File: config.mk
export PLATFORM = sky130hd
export DESIGN_NAME = disp_scan_ctrl
export DESIGN_NICKNAME = d
export VERILOG_FILES = /design/src/rtl/disp_scan_ctrl_pkg.sv /design/src/rtl/disp_scan_ctrl_seg_decoder.sv /design/src/rtl/disp_scan_ctrl.sv
export SDC_FILE = /design/constraint.sdc
export NUM_CORES = 1
export LEC_CHECK = 0
export CORE_MARGIN = 4
export CORE_UTILIZATION = 25
export CTS_CLUSTER_DIAMETER = 30
export CTS_CLUSTER_SIZE = 20
export DETAILED_ROUTE_END_ITERATION = 16
export GPL_TIMING_DRIVEN = 0
export PLACE_DENSITY = 0.51
export SYNTH_ARGS = -nofsm -noshare
export SYNTH_HDL_FRONTEND = slang
export SYNTH_SLANG_ARGS = --single-unit
File: constraint.sdc
create_clock -name clk_i -period 9.7 [get_ports clk_i]
set_clock_uncertainty 0.2 [all_clocks]
set_input_delay 1.94 -clock clk_i [delete_from_list [all_inputs] [get_ports clk_i]]
set_output_delay 1.94 -clock clk_i [all_outputs]
set_load 0.01 [all_outputs]
File: src/rtl/disp_scan_ctrl_pkg.sv
// datatype_package: shared message, scan-state and seven-segment glyph definitions
package datatype_package;

    typedef enum logic [2:0] {
        EMPTY_MSG,
        WELCOME_MSG,
        READY_MSG,
        STOPWATCH_MSG,
        WIN_MSG
    } msg_t;

    typedef enum logic {
        DEAD_S,
        ON_S
    } scan_state_t;

    localparam logic [6:0] SEG_BLANK = 7'h7F;
    localparam logic [6:0] SEG_DASH  = 7'h3F;

    // letter glyph codes, looked up in GLYPH_SEG
    localparam logic [3:0] G_BLANK = 4'd0;
    localparam logic [3:0] G_H     = 4'd1;
    localparam logic [3:0] G_E     = 4'd2;
    localparam logic [3:0] G_L     = 4'd3;
    localparam logic [3:0] G_O     = 4'd4;
    localparam logic [3:0] G_R     = 4'd5;
    localparam logic [3:0] G_D     = 4'd6;
    localparam logic [3:0] G_Y     = 4'd7;
    localparam logic [3:0] G_G     = 4'd8;
    localparam logic [3:0] G_OL    = 4'd9;

    localparam logic [6:0] DIGIT_SEG [16] = '{
        7'h40, 7'h79, 7'h24, 7'h30, 7'h19, 7'h12, 7'h02, 7'h78,
        7'h00, 7'h10, SEG_DASH, SEG_DASH, SEG_DASH, SEG_DASH, SEG_DASH, SEG_DASH
    };

    localparam logic [6:0] GLYPH_SEG [16] = '{
        SEG_BLANK, 7'h09, 7'h06, 7'h47, 7'h40, 7'h2F, 7'h21, 7'h11,
        7'h42, 7'h23, SEG_BLANK, SEG_BLANK, SEG_BLANK, SEG_BLANK, SEG_BLANK, SEG_BLANK
    };

    // element [3] is the leftmost digit
    localparam logic [3:0][3:0] WELCOME_G = {G_H, G_E, G_L, G_O};
    localparam logic [3:0][3:0] READY_G   = {G_R, G_E, G_D, G_Y};
    localparam logic [3:0][3:0] WIN_G     = {G_G, G_OL, G_OL, G_D};

endpackage

File: src/rtl/disp_scan_ctrl_seg_decoder.sv
// seg_decoder: BCD digit or letter glyph code to active-low {g,f,e,d,c,b,a}
module seg_decoder
    import datatype_package::*;
(
    input  logic [3:0] code,
    input  logic       glyph,
    output logic [6:0] seg
);

    assign seg = glyph ? GLYPH_SEG[code] : DIGIT_SEG[code];

endmodule

File: src/rtl/disp_scan_ctrl.sv
// disp_scan_ctrl: four-digit multiplexed display scanner with frame latching and win blink
module disp_scan_ctrl
    import datatype_package::*;
#(
    parameter int SCAN_ON_TICKS = 4,
    parameter int DEAD_TICKS    = 1,
    parameter int BLINK_FRAMES  = 8
) (
    input  logic            clk_i,
    input  logic            res_ni,
    input  msg_t            msg_i,
    input  logic [3:0][3:0] digits_i,
    output logic [3:0]      an_o,
    output logic [6:0]      seg_o,
    output logic            dp_o
);

    localparam int MAX_TICKS = SCAN_ON_TICKS > DEAD_TICKS ? SCAN_ON_TICKS : DEAD_TICKS;
    localparam int TW = $clog2(MAX_TICKS + 1);
    localparam int FW = BLINK_FRAMES > 1 ? $clog2(BLINK_FRAMES) : 1;
    localparam logic [TW-1:0] DEAD_LAST  = TW'(DEAD_TICKS - 1);
    localparam logic [TW-1:0] ON_LAST    = TW'(SCAN_ON_TICKS - 1);
    localparam logic [FW-1:0] FRAME_LAST = FW'(BLINK_FRAMES - 1);

    scan_state_t     state, ns;
    logic [1:0]      idx, nidx;
    logic [TW-1:0]   tick, ntick;
    logic [FW-1:0]   frame_cnt, nframe;
    logic            blink, nblink;
    msg_t            lat_msg, nmsg;
    logic [3:0][3:0] lat_digits, ndig;
    logic            slot_end, latch, wrap, msg_change, frame_done, n_on;
    logic [3:0]      code;
    logic            glyph;
    logic [6:0]      dec_seg;

    assign slot_end   = tick == (state == DEAD_S ? DEAD_LAST : ON_LAST);
    assign latch      = state == DEAD_S && slot_end && idx == 2'd0;
    assign wrap       = state == ON_S && slot_end && idx == 2'd3;
    assign msg_change = latch && msg_i != lat_msg;
    assign frame_done = wrap && frame_cnt == FRAME_LAST;

    // next-state values; outputs are decoded from these so they land with the state
    always_comb begin
        ns     = slot_end ? (state == DEAD_S ? ON_S : DEAD_S) : state;
        nidx   = state == ON_S && slot_end ? idx + 2'd1 : idx;
        ntick  = slot_end ? '0 : tick + TW'(1);
        nmsg   = latch ? msg_i : lat_msg;
        ndig   = latch ? digits_i : lat_digits;
        nframe = msg_change || frame_done ? '0 : wrap ? frame_cnt + FW'(1) : frame_cnt;
        nblink = msg_change ? 1'b0 : frame_done ? ~blink : blink;
        n_on   = ns == ON_S;
    end

    always_comb begin
        glyph = nmsg != STOPWATCH_MSG;
        code  = nmsg == STOPWATCH_MSG ? ndig[nidx] :
                nmsg == WELCOME_MSG   ? WELCOME_G[nidx] :
                nmsg == READY_MSG     ? READY_G[nidx] :
                nmsg == WIN_MSG       ? WIN_G[nidx] : G_BLANK;
    end

    seg_decoder u_seg_decoder (
        .code  (code),
        .glyph (glyph),
        .seg   (dec_seg)
    );

    always_ff @(posedge clk_i or negedge res_ni) begin
        if (!res_ni) begin
            state      <= DEAD_S;
            idx        <= 2'd0;
            tick       <= '0;
            frame_cnt  <= '0;
            blink      <= 1'b0;
            lat_msg    <= EMPTY_MSG;
            lat_digits <= '0;
            an_o       <= 4'b1111;
            seg_o      <= SEG_BLANK;
            dp_o       <= 1'b1;
        end else begin
            state      <= ns;
            idx        <= nidx;
            tick       <= ntick;
            frame_cnt  <= nframe;
            blink      <= nblink;
            lat_msg    <= nmsg;
            lat_digits <= ndig;
            an_o       <= n_on ? ~(4'b0001 << nidx) : 4'b1111;
            seg_o      <= n_on && !(nmsg == WIN_MSG && nblink) ? dec_seg : SEG_BLANK;
            dp_o       <= !(n_on && nidx == 2'd2 && nmsg == STOPWATCH_MSG);
        end
    end

endmodule

* Word level (Yosys, flattened, before mapping)
Memories as Yosys holds them, arrays and structs flattened.
Index checks and enable logic that the tools add are counted.
** Storage, ports and cells
- Output and inout bits :: 12
- Word-level logic and storage cells :: 80
- Register bits :: 41
- Memories :: 2
- Bits in read-only memories :: 224
** Memory list
- (name not given) :: depth 16, bits a word 7, rd ports 1, clocked after memory_dff 0, wr ports 0, line disp_scan_ctrl_seg_decoder.sv:10 : assign seg = glyph ? GLYPH_SEG[code] : DIGIT_SEG[code];
- (name not given) :: depth 16, bits a word 7, rd ports 1, clocked after memory_dff 0, wr ports 0, line disp_scan_ctrl_seg_decoder.sv:10
** Operators by class
- Shift-type cells :: 1
- Multiplexer cells :: 30
- Magnitude comparators :: 2
- Reduce and logical (&&, ||, !) cells :: 15
- Equal/unequal tests :: 10
- Bitwise logic cells :: 4
- Add/sub/neg operators :: 3
** Operators with widths (count)
- $mux 7 :: 6
- $mux 4 :: 9
- $bmux 4 s2 :: 4
- $mux 16 :: 1
- $mux 3 :: 4
- $logic_and 1x1->1 :: 10
- $add 3x1->3 const B :: 2
- $eq 3x2->1 const B :: 2
- $eq 3x3->1 const B :: 2
- $ge 5x5->1 const B :: 1
- $not 4->5 :: 1
- $eq 2x2->1 const B :: 2
- $mux 1 :: 4
- $mux 2 :: 2
- $not 4->4 :: 1
- $shl 1x2->4 const A :: 1
- $eq 3x1->1 const B :: 1
- $eq 3x2->1 :: 1
- $lt 2x3->1 const B :: 1
- $ne 3x2->1 const B :: 1
- $ne 3x3->1 :: 1
- $add 2x1->2 const B :: 1
- $logic_not 1->1 :: 2
- $logic_not 2->1 :: 1
- 3 further kinds :: 4

* Depth between registers and ports, before layout
Gate-level depths: netlist of the first run.
- Depth in word-level cells :: 16
- Mapped depth :: 16
- Gate-level depth less buffers :: 15

* Modules after synthesis
A second synthesis of the first run with hierarchy kept.
** Second synthesis, totals
- Cells, all modules :: 243
- Area total of the unflattened synthesis :: 2458.6 sq um
** Modules (own cells, without submodules)
- disp_scan_ctrl :: times used 1, area an instance 2037.0 sq um, seq. area each 1041.0 sq um, cells an instance 184
- seg_decoder :: times used 1, area an instance 421.7 sq um, seq. area each 0.0 sq um, cells an instance 59

* Worst setup path before layout of the first run
Ideal clock, no wire load.
- Path type :: input to register
- Start point :: in msg_i[2]
- End point :: reg seg_o[5]
- Setup time :: 84 ps
- Buffers on the path :: 1
- Stages on the path :: 10
- Data required time :: 9416 ps
- Path slack :: 5448 ps
- Data arrival time :: 3967 ps
- Cells stage by stage :: and4b_1 -> a31oi_1 -> nor2_1 -> buf_2 -> nand2_1 -> o221a_2 -> ha_1 -> or2_2 -> a21bo_2 -> o2111ai_1
** On the way
- Cells in the longest elaborated chain, start to end :: 12
** RTL lines
- start: declaration :: line disp_scan_ctrl.sv:11 : input msg_t msg_i,
- $mux 3 :: line disp_scan_ctrl.sv:48 : nmsg = latch ? msg_i : lat_msg;
- $eq 3x3->1 :: line disp_scan_ctrl.sv:60, disp_scan_ctrl.sv:90
- $mux 4 :: line disp_scan_ctrl.sv:60 : nmsg == WIN_MSG ? WIN_G[nidx] : G_BLANK;
- $mux 4 :: line disp_scan_ctrl.sv:59 : nmsg == READY_MSG ? READY_G[nidx] :
- $mux 4 :: line disp_scan_ctrl.sv:58 : nmsg == WELCOME_MSG ? WELCOME_G[nidx] :
- $mux 4 :: line disp_scan_ctrl.sv:57 : code = nmsg == STOPWATCH_MSG ? ndig[nidx] :
- $not 4->5 (not written as such) :: line disp_scan_ctrl_seg_decoder.sv:10
- $mem_v2 16x7
- $mux 7 (not written as such) (2 in a row) :: line disp_scan_ctrl_seg_decoder.sv:10
- $mux 7 :: line disp_scan_ctrl_seg_decoder.sv:10
- $mux 7 (*) :: line disp_scan_ctrl.sv:90 : seg_o <= n_on && !(nmsg == WIN_MSG && nblink) ? dec_seg : SEG_BLANK;
- end signal: assignment :: line disp_scan_ctrl.sv:90
- end: declaration :: line disp_scan_ctrl.sv:14 : output logic [6:0] seg_o,
Mark *: on every way between the ends. The rest lies on a longest branch, timed or not. The select of a mux whose other input is x is not followed.
A chain may end at the register's enable or synchronous reset.

* Worst setup path in the final report of the first run
Same ends and word-level chain as after synthesis.

==> metrics.txt, run 1 <==
# TYPE chip_impl_metric gauge
chip_impl_metric{name="synthDominantCellAreaShare",unit="%"} 28.2
chip_impl_metric{name="via_count",unit=""} 1832
chip_impl_metric{name="stdcell_count",unit=""} 400
chip_impl_metric{name="port_buffers",unit=""} 32
chip_impl_info{name="mostFrequentLayoutCells",value="31 x clkdlybuf4s50_1, 29 x dfrtp_1, 20 x ha_1"} 1
chip_impl_info{name="setup.worst_path.start_class",value="input port"} 1
chip_impl_metric{name="chipHeight",unit="um"} 110
chip_impl_metric{name="std_cell_rows",unit=""} 36
chip_impl_info{name="yosysTopAreaCell",value="dfrtp_1"} 1
chip_impl_metric{name="power.ir.vdd_worst",unit="mV"} 0.0808
chip_impl_metric{name="pin_count",unit=""} 33
chip_impl_info{name="rsz0062_at_grt",value="false"} 1
chip_impl_metric{name="number_of_standard_cells_after_synthesis",unit=""} 226
chip_impl_metric{name="post_cts_hold_buffer_count",unit=""} 0
chip_impl_info{name="critPathSlowestCell",value="clkdlybuf4s50_1"} 1
chip_impl_metric{name="avg_vias_per_cell",unit=""} 4.58
chip_impl_metric{name="synth-edff-count",unit=""} 0
chip_impl_metric{name="post-route-drc-count",unit=""} 0
chip_impl_metric{name="ys.warnings.count",unit=""} 0
chip_impl_metric{name="share_seq_of_total_power",unit="%"} 48.0
chip_impl_metric{name="worst_hold_slack",unit="ns"} 0.292
chip_impl_metric{name="layout.nets",unit=""} 307
chip_impl_metric{name="crit_path_buffers_inverters",unit=""} 2
chip_impl_metric{name="power_density",unit="mW/mm^2"} 121
chip_impl_info{name="synthTopCellsByArea",value="dfrtp_1 28%, dfstp_2 12%, ha_1 9.7%, mux2_2 6.1%, mux4_2 3.5%"} 1
chip_impl_metric{name="final-hold-violation-count",unit=""} 0
chip_impl_metric{name="slew-limit-headroom",unit="%"} 54.6
chip_impl_metric{name="power_frac_comb",unit="%"} 14.7
chip_impl_metric{name="final_antenna_net_count",unit=""} 0
chip_impl_metric{name="die_area",unit="sq mm"} 0.0120
chip_impl_metric{name="finalCritPeriodShare",unit="%"} 50.0
chip_impl_metric{name="tns",unit="ns"} 0
chip_impl_metric{name="cts_resized",unit=""} 0
chip_impl_metric{name="globalRouteOverflowTotal",unit=""} 0
chip_impl_info{name="final_common_cell",value="clkdlybuf4s50_1"} 1
chip_impl_metric{name="max_clock_freq",unit="MHz"} 206
chip_impl_metric{name="netSwitchingPower",unit="mW"} 0.0912
chip_impl_metric{name="starting_utilization_of_the_core_area",unit="%"} 26.0
chip_impl_metric{name="drv_cap",unit=""} 0
chip_impl_metric{name="ys_seq_elements",unit=""} 41
chip_impl_metric{name="async_flop_share",unit="%"} 100
chip_impl_metric{name="cp_max_fo",unit=""} 9
chip_impl_metric{name="power.static_leakage",unit="nW"} 1.41
chip_impl_info{name="dominantRegCellSynth",value="dfrtp_1"} 1
chip_impl_metric{name="placeableCoreArea",unit="sq mm"} 0.00991
chip_impl_metric{name="cts.reportedPaths.clkPinSlew",unit="ns"} 0.09
chip_impl_metric{name="int_power",unit="mW"} 0.297
chip_impl_metric{name="antenna_cells",unit=""} 0
chip_impl_metric{name="finalSetupViolations",unit=""} 0
chip_impl_metric{name="mappedNetlistNets",unit=""} 267
chip_impl_metric{name="first_pass_grt_wire_length",unit="um"} 9670
chip_impl_metric{name="htree_num_levels",unit=""} 2
chip_impl_metric{name="routed_wl",unit="um"} 5650
chip_impl_info{name="tritoncts_clock_tree",value="done"} 1
chip_impl_info{name="outcome",value="completed"} 1
chip_impl_metric{name="dp_hpwl",unit="um"} 4360
chip_impl_metric{name="setup.reg_to_reg.worst_slack",unit="ns"} 5.28
chip_impl_info{name="hold_class",value="reg2reg"} 1
chip_impl_metric{name="maximum_number_of_pins_on_one_net_before_global_route_repair",unit=""} 30
chip_impl_metric{name="routabilityCongestion",unit=""} 0.781
chip_impl_metric{name="placed_cells_incl_taps",unit=""} 392
chip_impl_metric{name="finalCoreUtilization",unit="%"} 32.3
chip_impl_info{name="cts.root.buffer_cell",value="clkbuf_8"} 1
chip_impl_metric{name="routed_wire_length_per_instance",unit="um"} 14.1
chip_impl_metric{name="syn_area",unit="sq mm"} 0.00258
chip_impl_metric{name="cts_buffers",unit=""} 5
chip_impl_metric{name="worst-endpoint-required",unit="ns"} 9.70
chip_impl_metric{name="grt_antenna_before_repair",unit=""} 0
chip_impl_metric{name="cts_post_setup_buffers_inserted",unit=""} 0
chip_impl_metric{name="worst-endpoint-arrival",unit="ns"} 4.85
chip_impl_metric{name="sw_frac_of_total",unit="%"} 23.5
chip_impl_metric{name="p_clk_share",unit="%"} 37.3
chip_impl_metric{name="postLayoutSetupSlackWorst",unit="ns"} 4.85
chip_impl_metric{name="dr.pass1.iters",unit=""} 4
chip_impl_metric{name="worstSkewPairLatency",unit="ns"} 0.30
chip_impl_metric{name="gr-usage-all-layers",unit="%"} 10.2
chip_impl_metric{name="cts_buffer_depth",unit=""} 2
chip_impl_info{name="worst_path_dominant_cell_family",value="compound AO/OA/AOI/OAI gates"} 1
chip_impl_metric{name="final_period_minus_worst_setup_slack",unit="ns"} 4.85
chip_impl_info{name="critical_path_class",value="in2reg"} 1
chip_impl_metric{name="post_synth_num_cell_types",unit=""} 55
chip_impl_metric{name="yosysSeqAreaShare",unit="%"} 40.4
chip_impl_metric{name="post_synth.cell_area_avg",unit="sq um"} 11.4
chip_impl_info{name="crit_chain",value="clkdlybuf4s50_1 -> and4b_1 -> a31oi_1 -> nand2b_1 -> clkbuf_1 -> o22ai_1 -> ha_1 -> or2_2 -> a21bo_2 -> o2111ai_1"} 1
chip_impl_metric{name="critPathMaxStageDelay",unit="ns"} 0.55
chip_impl_metric{name="die_width",unit="um"} 110
chip_impl_metric{name="numClockSinks",unit=""} 41
chip_impl_metric{name="drt_iter0_drc",unit=""} 61
chip_impl_metric{name="drive_gt1_share",unit="%"} 24.7
chip_impl_metric{name="drv_slew",unit=""} 0
chip_impl_info{name="critPathCaptureType",value="flop"} 1
chip_impl_metric{name="area.growth.synth_to_final",unit="%"} 24.1
chip_impl_metric{name="grt_pass1_vias",unit=""} 1924
chip_impl_metric{name="tightest_slew",unit="ns"} 0.678
chip_impl_metric{name="post-place-ws",unit="ns"} 4.51
chip_impl_metric{name="layout.filler_cells",unit=""} 1014
[path summary, 6_finish.rpt]
kind                               start             end  depth (start not counted)
max                             msg_i[2]        seg_o[5]                         10
min                        lat_digits[9]   lat_digits[9]                          1
max reg2reg                        state        seg_o[5]                         14
min reg2reg                lat_digits[9]   lat_digits[9]                          1
max in group asynchronous         res_ni        seg_o[4]                          2
min in group asynchronous         res_ni  lat_digits[12]                          1
[cell families (layout without fill, tap and decap cells)]
kind of cell | Yosys count | count (layout) | synth area share [%]
AOI/OAI and AO/OA | 53 | 53 | 18.1
and+or+nand+nor | 51 | 51 | 10.8
DFF | 41 | 41 | 40.4
buffers and inverters | 28 | 69 | 5.34
muxes | 27 | 27 | 13.3
adders and majority gates | 20 | 20 | 9.71
xor gates and xnor gates | 6 | 6 | 2.33
[cell type report]
type / instances / area, sq um / share of cell area, %
multi-input cells: 157 / 1400 / 43.7
flip-flops and latches: 41 / 1040 / 32.5
repair buffers: 33 / 335 / 10.5
well taps: 133 / 166 / 5.20
clock buffers: 6 / 82.6 / 2.58
inverters: 20 / 75.1 / 2.35
plain buffers: 8 / 62.6 / 1.96
clock inverters: 2 / 37.5 / 1.17
[stage by stage]
stage / power (mW) / instance area (sq um)
2_1_floorplan: 0.218 / 2580
3_3_place_gp: 0.246 / 3060
3_5_place_dp: 0.248 / 3080
4_1_cts: 0.396 / 3200
5_1_grt: 0.408 / 3200
6_report: 0.388 / 3200
[power groups by stage]
| stage | sequential, mW | clock [mW] | combinational, mW |
|---|---|---|---|
| 2_1_floorplan | 0.192 | 0 | 0.0259 |
| 3_3_place_gp | 0.190 | 0 | 0.0566 |
| 3_5_place_dp | 0.190 | 0 | 0.0579 |
| 4_1_cts | 0.187 | 0.151 | 0.0581 |
| 5_1_grt | 0.188 | 0.158 | 0.0628 |
| 6_report | 0.187 | 0.145 | 0.0571 |
[layer usage]
layer  vias up  wire (um)  track usage (%)
met5         -          0                0
met3         4        331             2.70
met2        49       2590             16.7
met4         0         41             1.96
li1        903          -                -
met1       876       2690             13.7
[sequential cells by signal (all words and copies together), names as in the netlist]
register,flops
an_o,4
blink,1
dp_o,1
frame_cnt,3
idx,2
lat_digits,16
lat_msg,3
seg_o,7
state,1
tick,3
[synth_stat cells (4+ instances only)]
cell     instances
mux2_2          14
dfrtp_1         29
mux4_2           4
nor2_1          10
dfstp_2         12
a21o_1           5
nand3_1          6
nand2_1         10
a31oi_1          6
a21oi_1          8
o21ai_0          6
and3_1           5
mux2i_1          8
ha_1            20
inv_1           17
buf_6            4
No activity file was read; power rests on OpenSTA's default activity.
==> inputs of run 2 (changes only) <==
==> constraint.sdc (replaced) <==
create_clock -name clk_i -period 4.6 [get_ports clk_i]
set_clock_uncertainty 0.2 [all_clocks]
set_input_delay 0.92 -clock clk_i [delete_from_list [all_inputs] [get_ports clk_i]]
set_output_delay 0.92 -clock clk_i [all_outputs]
set_load 0.01 [all_outputs]
==> metrics.txt, run 2 (same netlist as run 1, synthesis figures left out) <==
# TYPE chip_impl_metric gauge
chip_impl_metric{name="drv_slew",unit=""} 0
chip_impl_metric{name="post-route-drc-count",unit=""} 0
chip_impl_metric{name="power.static_leakage",unit="nW"} 1.41
chip_impl_metric{name="chipHeight",unit="um"} 110
chip_impl_metric{name="cts.reportedPaths.clkPinSlew",unit="ns"} 0.09
chip_impl_metric{name="avg_vias_per_cell",unit=""} 4.64
chip_impl_metric{name="slew-limit-headroom",unit="%"} 52.8
chip_impl_info{name="min-delay-start",value="lat_digits[9]"} 1
chip_impl_metric{name="setup.reg_to_reg.worst_slack",unit="ns"} 0.35
chip_impl_metric{name="die_area",unit="sq mm"} 0.0120
chip_impl_info{name="reg2reg_to",value="seg_o[5]"} 1
chip_impl_metric{name="placed_area",unit="sq mm"} 0.00308
chip_impl_metric{name="drive_gt1_share",unit="%"} 25.9
chip_impl_metric{name="htree_num_levels",unit=""} 2
chip_impl_metric{name="int_power",unit="mW"} 0.627
chip_impl_info{name="critical_path_class",value="reg2reg"} 1
chip_impl_metric{name="finalCritPeriodShare",unit="%"} 92.4
chip_impl_metric{name="first_pass_grt_wire_length",unit="um"} 9670
chip_impl_metric{name="area.growth.synth_to_final",unit="%"} 24.9
chip_impl_metric{name="numClockSinks",unit=""} 41
chip_impl_info{name="tritoncts_clock_tree",value="done"} 1
chip_impl_metric{name="finalSetupViolations",unit=""} 0
chip_impl_metric{name="cts_buffer_depth",unit=""} 2
chip_impl_metric{name="maximum_number_of_pins_on_one_net_before_global_route_repair",unit=""} 30
chip_impl_metric{name="routabilityCongestion",unit=""} 0.781
chip_impl_metric{name="max_clock_freq",unit="MHz"} 235
chip_impl_metric{name="power_frac_comb",unit="%"} 14.8
chip_impl_metric{name="power_density",unit="mW/mm^2"} 255
chip_impl_info{name="rsz0062_at_grt",value="false"} 1
chip_impl_metric{name="globalRouteOverflowTotal",unit=""} 0
chip_impl_metric{name="die_width",unit="um"} 110
chip_impl_info{name="cts.root.buffer_cell",value="clkbuf_8"} 1
chip_impl_info{name="crit_path_start",value="state"} 1
chip_impl_metric{name="placeableCoreArea",unit="sq mm"} 0.00991
chip_impl_metric{name="tightest_slew",unit="ns"} 0.704
chip_impl_metric{name="drt_iter0_drc",unit=""} 66
chip_impl_metric{name="grt_pass1_vias",unit=""} 1924
chip_impl_info{name="setup.worst_path.start_class",value="flop"} 1
chip_impl_metric{name="cts_buffers",unit=""} 5
chip_impl_metric{name="share_seq_of_total_power",unit="%"} 48.0
chip_impl_metric{name="grt_antenna_before_repair",unit=""} 0
chip_impl_metric{name="worst-endpoint-required",unit="ns"} 4.60
chip_impl_metric{name="sw_frac_of_total",unit="%"} 23.5
chip_impl_metric{name="layout.nets",unit=""} 306
chip_impl_info{name="mostFrequentLayoutCells",value="31 x clkdlybuf4s50_1, 29 x dfrtp_1, 19 x ha_1"} 1
chip_impl_metric{name="std_cell_rows",unit=""} 36
chip_impl_metric{name="p_clk_share",unit="%"} 37.3
chip_impl_info{name="worstReg2RegStart",value="state"} 1
chip_impl_metric{name="power.ir.vdd_worst",unit="mV"} 0.171
chip_impl_metric{name="fin_area",unit="sq mm"} 0.00322
chip_impl_metric{name="tns",unit="ns"} 0
chip_impl_metric{name="final_antenna_net_count",unit=""} 0
chip_impl_metric{name="worstSkewPairLatency",unit="ns"} 0.30
chip_impl_metric{name="via_count",unit=""} 1851
chip_impl_metric{name="routed_wl",unit="um"} 5680
chip_impl_metric{name="dr.pass1.iters",unit=""} 4
chip_impl_info{name="max_flop_register",value="lat_digits"} 1
chip_impl_info{name="reg.largest.list",value="lat_digits x16, seg_o x7, an_o x4"} 1
chip_impl_metric{name="dp_hpwl",unit="um"} 4360
chip_impl_metric{name="worst-endpoint-arrival",unit="ns"} 4.25
chip_impl_metric{name="largest_register_ff_count",unit=""} 16
chip_impl_metric{name="final-hold-violation-count",unit=""} 0
chip_impl_metric{name="drv_cap",unit=""} 0
chip_impl_metric{name="routed_wire_length_per_instance",unit="um"} 14.2
chip_impl_info{name="hold_class",value="reg2reg"} 1
chip_impl_metric{name="port_buffers",unit=""} 32
chip_impl_metric{name="final_period_minus_worst_setup_slack",unit="ns"} 4.25
chip_impl_info{name="critPathCaptureType",value="flop"} 1
chip_impl_metric{name="pin_count",unit=""} 33
chip_impl_metric{name="gr-usage-all-layers",unit="%"} 10.2
chip_impl_metric{name="cts_post_setup_buffers_inserted",unit=""} 0
chip_impl_metric{name="holdPathStages",unit=""} 1
chip_impl_metric{name="cp_max_fo",unit=""} 10
chip_impl_metric{name="post_cts_hold_buffer_count",unit=""} 0
chip_impl_info{name="final_common_cell",value="clkdlybuf4s50_1"} 1
chip_impl_info{name="outcome",value="completed"} 1
chip_impl_metric{name="starting_utilization_of_the_core_area",unit="%"} 26.0
chip_impl_metric{name="antenna_cells",unit=""} 0
chip_impl_info{name="hold_end",value="lat_digits[9]"} 1
chip_impl_metric{name="netSwitchingPower",unit="mW"} 0.193
chip_impl_metric{name="worst_r2r_path_depth",unit=""} 14
[run 2: worst max path at each step]
stage                           to  slack [ns]  cells past startpoint
final                     seg_o[5]        0.35                     14
after global routing      seg_o[5]        0.01                     14
after CTS                 seg_o[5]        0.11                     14
after detailed placement  seg_o[5]        0.15                     14
after global placement    seg_o[5]        0.14                     13
after floorplan           seg_o[5]        0.80                     12
[run 2: critical path: stages, from the launching register on]
cell and delay (ns):
dfrtp_1 0.41, or3_1 0.40, a21oi_1 0.32, ha_2 0.36, nand2_2 0.15, buf_6 0.19
buf_6 0.16, mux2i_2 0.30, inv_1 0.12, a221oi_1 0.28, o22ai_2 0.20, ha_1 0.34
or2_2 0.32, a21bo_2 0.20, o2111ai_1 0.20
[run 2: metrics by stage]
stage | power, mW | instances | util, % | setup WS, ns | hold slack, ns
6_report | 0.820 | 399 | 32.5 | 0.351 | 0.290
5_1_grt | 0.862 | 399 | 32.5 | 0.0108 | 0.312
4_1_cts | 0.836 | 400 | 32.3 | 0.114 | 0.293
3_5_place_dp | 0.523 | 392 | 31.1 | 0.153 | 0.272
3_3_place_gp | 0.519 | 391 | 30.9 | 0.136 | 0.271
2_1_floorplan | 0.459 | 226 | - | 0.804 | 0.249
[run 2: layer usage]
layer,global-route usage [%],part of all wire (%),up-vias
li1,-,-,903
met1,13.7,46,890
met2,16.7,47,54
met3,2.70,6.1,4
met4,1.96,0.72,0
met5,0,0,-
[run 2: power groups by stage]
| stage | registers (mW) | clock network (mW) | logic, mW |
|---|---|---|---|
| 2_1_floorplan | 0.405 | 0 | 0.0547 |
| 3_3_place_gp | 0.400 | 0 | 0.119 |
| 3_5_place_dp | 0.401 | 0 | 0.122 |
| 4_1_cts | 0.394 | 0.319 | 0.123 |
| 5_1_grt | 0.396 | 0.333 | 0.133 |
| 6_report | 0.393 | 0.306 | 0.121 |
[run 2: cell type report]
class                      count  area, sq um
buffer                         7         58.8
clock buffer                   6         82.6
clock inverter                 2         37.5
fill                        1014         6690
inverter                      20         75.1
multi-input combinational    157         1420
sequential                    41         1040
tap                          133          166
timing repair buffer          33          335
[run 2: timing repair]
| action | 4_1_cts | 5_1_grt |
|---|---|---|
| endpoints found under the hold margin | 0 | 0 |
| endpoints found under the setup margin | 0 | 4 |
| gates resized for setup | 0 | 4 |
